[src/rtl/systolic_ctrl.sv]
// Matmul sequencer for the systolic array: config, weight load/burst/switch/settle,
// skewed activation streaming and result counting. Perf counters under SYSTOLIC_CTRL_PERF_EN.
module systolic_skew_lane #(
  parameter int DLY = 0
) (
  input  logic       clk,
  input  logic       rst,
  input  logic [7:0] d_i,
  input  logic       s_i,
  output logic [7:0] d_o,
  output logic       s_o
);
  logic [DLY:0][8:0] pipe_q;

  always_ff @(posedge clk or negedge rst) begin
    if (!rst) pipe_q <= '0;
    else begin
      pipe_q[0] <= {s_i, d_i};
      for (int k = 1; k <= DLY; k++) pipe_q[k] <= pipe_q[k-1];
    end
  end

  assign {s_o, d_o} = pipe_q[DLY];
endmodule

module systolic_ctrl #(
  parameter int WIDTH = 16
) (
  input  logic                 clk,
  input  logic                 rst,
  input  logic                 cmd_valid,
  output logic                 cmd_ready,
  input  logic [15:0]          cmd_cols,
  input  logic [15:0]          cmd_rows,
  input  logic                 cmd_load_w,
  input  logic                 w_valid,
  output logic                 w_ready,
  input  logic [8*WIDTH-1:0]   w_data,
  input  logic                 a_valid,
  output logic                 a_ready,
  input  logic [8*WIDTH-1:0]   a_data,
  output logic [8*WIDTH-1:0]   sys_data_out,
  output logic [WIDTH-1:0]     sys_start_out,
  output logic [8*WIDTH-1:0]   sys_weight_out,
  output logic [WIDTH-1:0]     sys_accept_w_out,
  output logic                 sys_switch_out,
  output logic [15:0]          col_size_out,
  output logic                 col_size_valid_out,
  input  logic [WIDTH-1:0]     sys_valid_in,
  output logic                 done,
  output logic                 err,
  output logic [31:0]          perf_cycles,
  output logic [31:0]          perf_stall
);
  localparam int          IW  = (WIDTH > 1) ? $clog2(WIDTH) : 1;
  localparam logic [15:0] W16 = 16'(WIDTH);

  typedef enum logic [3:0] {IDLE, CFG, LOAD_W, BURST, SWITCH, SETTLE, STREAM, DRAIN, DONE} state_t;
  state_t state_q, state_d;

  logic [15:0] cnt_q, cnt_d, acnt_q, acnt_d, rcnt_q, rcnt_d;
  logic [15:0] cols_q, cols_d, rows_q, rows_d;
  logic        ldw_q, ldw_d, errf_q, errf_d;
  logic [WIDTH-1:0][8*WIDTH-1:0] wbuf_q;

  logic                 cmd_ready_q, w_ready_q, a_ready_q, switch_q, csv_q, done_q, err_q;
  logic [15:0]          col_size_q;
  logic [8*WIDTH-1:0]   weight_q, inj_d_q;
  logic [WIDTH-1:0]     accept_q, inj_s_q, colmask_q, colmask_d;
  logic [8*WIDTH-1:0]   wrow, wrow_m, adat_m;

  logic acc, bad, w_hs, a_hs, last_vld;
  logic [IW-1:0] lidx, bidx, widx;

  assign acc      = (state_q == IDLE) && cmd_valid && cmd_ready_q;
  assign bad      = (cmd_cols == 16'd0) || (cmd_cols > W16);
  assign w_hs     = w_valid && w_ready_q;
  assign a_hs     = a_valid && a_ready_q;
  assign lidx     = IW'(cols_q - 16'd1);
  assign last_vld = sys_valid_in[lidx];
  assign widx     = IW'(cnt_q);
  assign bidx     = IW'(cnt_d);

  always_comb begin
    state_d = state_q;
    cnt_d   = cnt_q;
    acnt_d  = acnt_q;
    rcnt_d  = rcnt_q;
    cols_d  = cols_q;
    rows_d  = rows_q;
    ldw_d   = ldw_q;
    errf_d  = errf_q;
    // results arriving during STREAM count too; extras past rows are dropped
    if ((state_q == STREAM || state_q == DRAIN) && last_vld && rcnt_q < rows_q)
      rcnt_d = rcnt_q + 16'd1;
    case (state_q)
      IDLE: if (acc) begin
        cols_d  = cmd_cols;
        rows_d  = cmd_rows;
        ldw_d   = cmd_load_w;
        errf_d  = bad;
        cnt_d   = '0;
        acnt_d  = '0;
        rcnt_d  = '0;
        state_d = bad ? DONE : CFG;
      end
      CFG: begin
        cnt_d   = '0;
        state_d = ldw_q ? LOAD_W : STREAM;
      end
      LOAD_W: if (w_hs) begin
        if (cnt_q == W16 - 16'd1) begin cnt_d = '0; state_d = BURST; end
        else cnt_d = cnt_q + 16'd1;
      end
      BURST: begin
        if (cnt_q == W16 - 16'd1) begin cnt_d = '0; state_d = SWITCH; end
        else cnt_d = cnt_q + 16'd1;
      end
      SWITCH: begin cnt_d = '0; state_d = SETTLE; end
      SETTLE: begin
        if (cnt_q == 16'(2*WIDTH-1)) begin
          cnt_d   = '0;
          state_d = (rows_q == 16'd0) ? DRAIN : STREAM;
        end else cnt_d = cnt_q + 16'd1;
      end
      STREAM: begin
        acnt_d = acnt_q + 16'(a_hs);
        if (acnt_d == rows_q) state_d = (rcnt_d == rows_q) ? DONE : DRAIN;
      end
      DRAIN:   if (rcnt_d == rows_q) state_d = DONE;
      DONE:    state_d = IDLE;
      default: state_d = IDLE;
    endcase
  end

  // bypass covers WIDTH=1, where the only row is written on the edge BURST begins
  always_comb begin
    wrow      = (w_hs && cnt_q == cnt_d) ? w_data : wbuf_q[bidx];
    colmask_d = '0;
    wrow_m    = '0;
    adat_m    = '0;
    for (int j = 0; j < WIDTH; j++) begin
      colmask_d[j] = 16'(j) < cols_d;
      if (colmask_d[j]) wrow_m[8*j +: 8] = wrow[8*j +: 8];
      if (colmask_q[j]) adat_m[8*j +: 8] = a_data[8*j +: 8];
    end
  end

  always_ff @(posedge clk or negedge rst) begin
    if (!rst) begin
      state_q <= IDLE;
      {cnt_q, acnt_q, rcnt_q, cols_q, rows_q, ldw_q, errf_q} <= '0;
      wbuf_q <= '0;
      {cmd_ready_q, w_ready_q, a_ready_q, switch_q, csv_q, done_q, err_q} <= '0;
      {col_size_q, weight_q, accept_q, inj_d_q, inj_s_q, colmask_q} <= '0;
    end else begin
      state_q   <= state_d;
      cnt_q     <= cnt_d;
      acnt_q    <= acnt_d;
      rcnt_q    <= rcnt_d;
      cols_q    <= cols_d;
      rows_q    <= rows_d;
      ldw_q     <= ldw_d;
      errf_q    <= errf_d;
      colmask_q <= colmask_d;
      if (w_hs) wbuf_q[widx] <= w_data;
      cmd_ready_q <= state_d == IDLE;
      csv_q       <= state_d == CFG;
      if (state_d == CFG) col_size_q <= cols_d;
      w_ready_q   <= state_d == LOAD_W;
      weight_q    <= (state_d == BURST) ? wrow_m : '0;
      accept_q    <= (state_d == BURST) ? colmask_d : '0;
      switch_q    <= state_d == SWITCH;
      a_ready_q   <= (state_d == STREAM) && (acnt_d < rows_d);
      done_q      <= state_d == DONE;
      err_q       <= (state_d == DONE) && errf_d;
      inj_d_q     <= a_hs ? adat_m : '0;
      inj_s_q     <= a_hs ? colmask_q : '0;
    end
  end

  for (genvar i = 0; i < WIDTH; i++) begin : g_lane
    systolic_skew_lane #(.DLY(i)) u_lane (
      .clk (clk),
      .rst (rst),
      .d_i (inj_d_q[8*i +: 8]),
      .s_i (inj_s_q[i]),
      .d_o (sys_data_out[8*i +: 8]),
      .s_o (sys_start_out[i])
    );
  end

  assign cmd_ready          = cmd_ready_q;
  assign w_ready            = w_ready_q;
  assign a_ready            = a_ready_q;
  assign sys_weight_out     = weight_q;
  assign sys_accept_w_out   = accept_q;
  assign sys_switch_out     = switch_q;
  assign col_size_out       = col_size_q;
  assign col_size_valid_out = csv_q;
  assign done               = done_q;
  assign err                = err_q;

`ifdef SYSTOLIC_CTRL_PERF_EN
  logic [31:0] pcyc_q, pstall_q;
  always_ff @(posedge clk or negedge rst) begin
    if (!rst) begin
      pcyc_q   <= '0;
      pstall_q <= '0;
    end else if (acc) begin
      pcyc_q   <= 32'd1;
      pstall_q <= '0;
    end else begin
      if (state_q != IDLE && pcyc_q != '1) pcyc_q <= pcyc_q + 32'd1;
      if (state_q == STREAM && a_ready_q && !a_valid && pstall_q != '1)
        pstall_q <= pstall_q + 32'd1;
    end
  end
  assign perf_cycles = pcyc_q;
  assign perf_stall  = pstall_q;
`else
  assign perf_cycles = '0;
  assign perf_stall  = '0;
`endif
endmodule

[config.mk]
export PLATFORM = sky130hd
export DESIGN_NAME = systolic_ctrl
export DESIGN_NICKNAME = d
export VERILOG_FILES = /design/src/rtl/systolic_ctrl.sv
export SDC_FILE = /design/constraint.sdc
export NUM_CORES = 2
export LEC_CHECK = 0
export CAP_MARGIN = 20
export CORE_UTILIZATION = 50
export CTS_CLUSTER_SIZE = 16
export DETAILED_ROUTE_END_ITERATION = 10
export PLACE_DENSITY = 0.67
export SLEW_MARGIN = 5
export SYNTH_ARGS = -nofsm -noshare
export SYNTH_HDL_FRONTEND = slang
export SYNTH_SLANG_ARGS = --single-unit
export TNS_END_PERCENT = 1
[constraint.sdc]
create_clock -name clk -period 4.3 [get_ports clk]
set_input_delay 0.86 -clock clk [delete_from_list [all_inputs] [get_ports clk]]
set_output_delay 0.86 -clock clk [all_outputs]
set_load 0.02 [all_outputs]
==> results.yml <==
clock_tree:
  cts-buffers-inserted: 374
  tritoncts_clock_tree: "yes"
  clock_tree.htree_level_count: 5
  cts-root-buf: "sky130_fd_sc_hd__clkbuf_16"
  cts_hold_buffers: 0
  worst_setup_hold_path_clk_slew_ns: 0.06
  cts_setup_buffers: 0
  cts_buffer_depth: 4
  numClockSinks: 3685
  cts.repair.resized: 0
  clock_latency_ns: 0.96
synth:
  mappedNetlistArea_um2: 141200
  synth_top_area_share_pct: 65.33
  synth.ff_latch_count: 3685
  muxShareOfSynthArea_pct: 16.51
  post_synth_edffs: 0
  netlist.top_cell.by_area: "sky130_fd_sc_hd__dfrtp_1"
  synth-main-ff-cell: "sky130_fd_sc_hd__dfrtp_1"
  ys_top_cells_by_area: "sky130_fd_sc_hd__dfrtp_1 65%, sky130_fd_sc_hd__mux2_2 16%, sky130_fd_sc_hd__a21oi_1 4.2%"
  synth-adder-area-share_pct: 0.3368
  combinational_family_with_the_most_area_after_synthesis: "multiplexers"
  synth_simple_gate_area_share_pct: 4.858
  synth_cells: 10630
  synth_xor_xnor_area_share_pct: 0.3493
  avgSynthCellArea_um2: 13.28
  synth_seq_area_share_pct: 65.33
  synth_cell_types: 94
  ys_async_sr_fraction_pct: 100.0
  synth_warnings: 0
  synth-compound-area-share_pct: 9.120
detailed_routing:
  detail_route.wirelength.met1_um: 159100
  post_detailed_route_wirelength_per_cell_um: 24.88
  dr_wl_met3_um: 27070
  wl_met2_um: 177500
  drt_pass1_iterations: 6
  drtIter0Drc: 7806
  via_count: 88530
  vias_per_cell: 5.828
  route.detailed.drc: 0
  top_signal_layer_used: "met5"
  drt-total-wl_um: 377900
  antenna_left: 0
grt:
  grt_pass1_vias: 92340
  number_of_antenna_violations_at_the_first_check_in_global_routing: 61
  maximum_number_of_pins_on_one_net_before_global_route_repair: 140
  grt.overflow.total: 0
  gr-usage-all-layers_pct: 26.47
  global_route_wire_length_before_repair_um: 577100
layout:
  finalNetCount: 11480
  drive_above_1_share_pct: 27.80
  final_area_um2: 166700
  syn2layout_area_growth_pct: 18.13
  final_util_pct: 59.53
  fin_cells: 15190
critical_path:
  worst_r2r_startpoint: "rows_q[15]"
  setup.reg_to_reg.worst_slack_ns: 0.22
  reg2reg_depth: 11
  critical_path.max_fanout: 8
  slowest_delay_ns: 0.53
  critical_path.startpoint_type: "flip-flop"
  critical_path_cell_list: "inv_1, ha_1, nand4_1, or2_0, o21ai_0, or4_4, nor3_1, mux2_2, a2111oi_4, nand4_2, o32ai_1"
  timing.rr.end: "state_q[3]"
  type_of_the_setup_path_with_the_least_slack: "flip-flop to flip-flop"
  cp_data_required_time_ns: 5.13
  arrival_ns: 4.91
  end_kind: "flip-flop"
  worst_path_max_delay_cell: "sky130_fd_sc_hd__dfrtp_1"
power:
  peakVddDrop_v: 0.0003138
  power.density_cell_area_nw_per_um2: 427.6
  power_report.internal_total_mw: 55.88
  combPwrFrac_pct: 2.9
  p_sw_mw: 15.42
  seq_pwr_share_pct: 49.0
  static-leakage-power_nw: 83.39
  p_clk_share_pct: 48.1
  post-layout-total-power_mw: 71.31
  sw_frac_of_total_pct: 21.63
timing:
  timing.final.hold_violations: 0
  whs_ns: 0.04106
  max_slew_headroom_at_the_worst_pin_pct: 24.61
  achievable-frequency_ghz: 0.2450
  grt_setup_unrepaired: "false"
  tightest_slew_ns: 1.131
  finalSetupViolCount: 0
  shortest_period_the_worst_path_allows_ns: 4.081
  timing_max_transition_violations_final: 0
  timing.setup.tns_ns: 0
  period_share_pct: 94.91
  setup_slack_ns: 0.2188
  skew_ns: 0.06850
place:
  dp_worst_setup_slack_ns: 0.03888
  hpwlAfterDp_um: 219700
  placed_area_um2: 153500
  gp_congestion: 0.8571
  placement.io_buffers: 620
  dpl.cell_count: 14480
outcome:
  outcome: "finished, final reports clean"
floorplan:
  core_um2: 280100
  dieWidth_um: 533.3
  effective_utilization_at_floorplan_pct: 50.39
  core.rowCount: 194
  dieArea_um2: 284400
  dieHeight_um: 533.3
  boundaryPins: 685
run:
  drv_cap: 0
hold_path:
  min-delay-path-class: "input pin to async pin"
-- state kept, by name, summed over array words and instances, names as in the netlist, 4 cells and up --
signal                flops
acnt_q                   16
cnt_q                    16
col_size_out             16
colmask_q                16
cols_q                   16
g_lane.u_lane.d_o       120
g_lane.u_lane.pipe_q   1089
g_lane.u_lane.s_o        15
inj_d_q                 128
inj_s_q                  16
rcnt_q                   16
rows_q                   16
state_q                   4
sys_accept_w_out         16
sys_weight_out          128
wbuf_q                 2048
-- cells in the final DEF, fill, tap and decap left out, types with 20 or more instances in the layout --
| cell type | n |
|---|---|
| sky130_fd_sc_hd__clkbuf_1 | 70 |
| sky130_fd_sc_hd__and3_1 | 28 |
| sky130_fd_sc_hd__bufinv_16 | 47 |
| sky130_fd_sc_hd__conb_1 | 64 |
| sky130_fd_sc_hd__nor3_1 | 20 |
| sky130_fd_sc_hd__dfrtp_1 | 3684 |
| sky130_fd_sc_hd__nand3_1 | 31 |
| sky130_fd_sc_hd__clkinv_2 | 74 |
| sky130_fd_sc_hd__nor4_1 | 20 |
| sky130_fd_sc_hd__nor2_1 | 95 |
| sky130_fd_sc_hd__buf_12 | 183 |
| sky130_fd_sc_hd__nand2_1 | 1146 |
| sky130_fd_sc_hd__nand4_1 | 29 |
| sky130_fd_sc_hd__a21oi_1 | 1198 |
| sky130_fd_sc_hd__buf_4 | 272 |
| sky130_fd_sc_hd__mux2_2 | 2051 |
| sky130_fd_sc_hd__diode_2 | 21 |
| sky130_fd_sc_hd__clkbuf_16 | 378 |
| sky130_fd_sc_hd__inv_1 | 67 |
| sky130_fd_sc_hd__and2_1 | 138 |
| sky130_fd_sc_hd__clkdlybuf4s50_1 | 618 |
| sky130_fd_sc_hd__clkbuf_8 | 77 |
| sky130_fd_sc_hd__a22oi_1 | 769 |
| sky130_fd_sc_hd__o21ai_0 | 49 |
| sky130_fd_sc_hd__ha_1 | 38 |
| sky130_fd_sc_hd__xnor2_1 | 34 |
-- layout make-up --
type	count	area, um2
Inverter	69	274.0
Tap cell	3724	4659
Clock buffer	525	10780
Sequential cell	3685	92210
Antenna cell	21	52.55
Multi-Input combinational cell	5925	44430
Clock inverter	165	2414
Fill cell	21370	113400
Timing Repair Buffer	1075	11920
-- critical path, delay by kind of cell (launching register included) --
kind                       cells  cell delay [ns]
and+or+nand+nor                5             1.55
adders and majority gates      1             0.34
muxes                          1             0.41
AOI/OAI and AO/OA              3             0.99
buffers and inverters          1             0.15
DFF                            1             0.53
-- Yosys cell counts (34+ instances only) --
master,number
sky130_fd_sc_hd__and2_1,138
sky130_fd_sc_hd__nor2_1,111
sky130_fd_sc_hd__a22oi_1,770
sky130_fd_sc_hd__inv_1,67
sky130_fd_sc_hd__a21oi_1,1198
sky130_fd_sc_hd__nand3_1,35
sky130_fd_sc_hd__mux2_2,2051
sky130_fd_sc_hd__nand2_1,1146
sky130_fd_sc_hd__dfrtp_1,3685
sky130_fd_sc_hd__clkbuf_1,691
sky130_fd_sc_hd__buf_1,86
sky130_fd_sc_hd__buf_4,201
sky130_fd_sc_hd__o21ai_0,49
sky130_fd_sc_hd__xnor2_1,34
sky130_fd_sc_hd__ha_1,38
-- routing by layer --
metal | vias up | GRT usage [%]
met5 | - | 0
met4 | 52 | 9.654
met3 | 806 | 5.823
met2 | 3094 | 41.68
met1 | 46660 | 36.21
li1 | 37920 | -
-- logic make-up (layout without fill, tap and decap cells) --
group           Yosys count  in the layout
flops                  3685           3685
simple gates           1589           1589
buf+inv                1085           1834
fa+ha+maj                38             38
compound gates         2118           2118
xor+xnor                 52             52
other cells               1             85
mux                    2064           2064
-- power by group through the flow --
stage,logic [mW],registers (mW),clock network [mW]
after floorplan,0.759,35.5,0
after global placement,1.97,35.6,0
after detailed placement,2.05,35.6,0
after CTS,2.07,34.9,35.0
after global routing,2.28,34.9,36.5
final,2.03,35.0,34.3
-- how the worst max path moves through the flow --
stage / cells past startpoint / slack, ns / startpoint / to
after floorplan: 18 / 0.31 / a_valid / a_ready
after global placement: 20 / -0.15 / a_valid / a_ready
after detailed placement: 10 / 0.04 / sys_valid_in[6] / state_q[3]
after CTS: 11 / 0.24 / rows_q[15] / state_q[3]
after global routing: 11 / 0.07 / rows_q[15] / state_q[3]
final: 11 / 0.22 / rows_q[15] / state_q[3]
(Power assumes the default switching activity.)
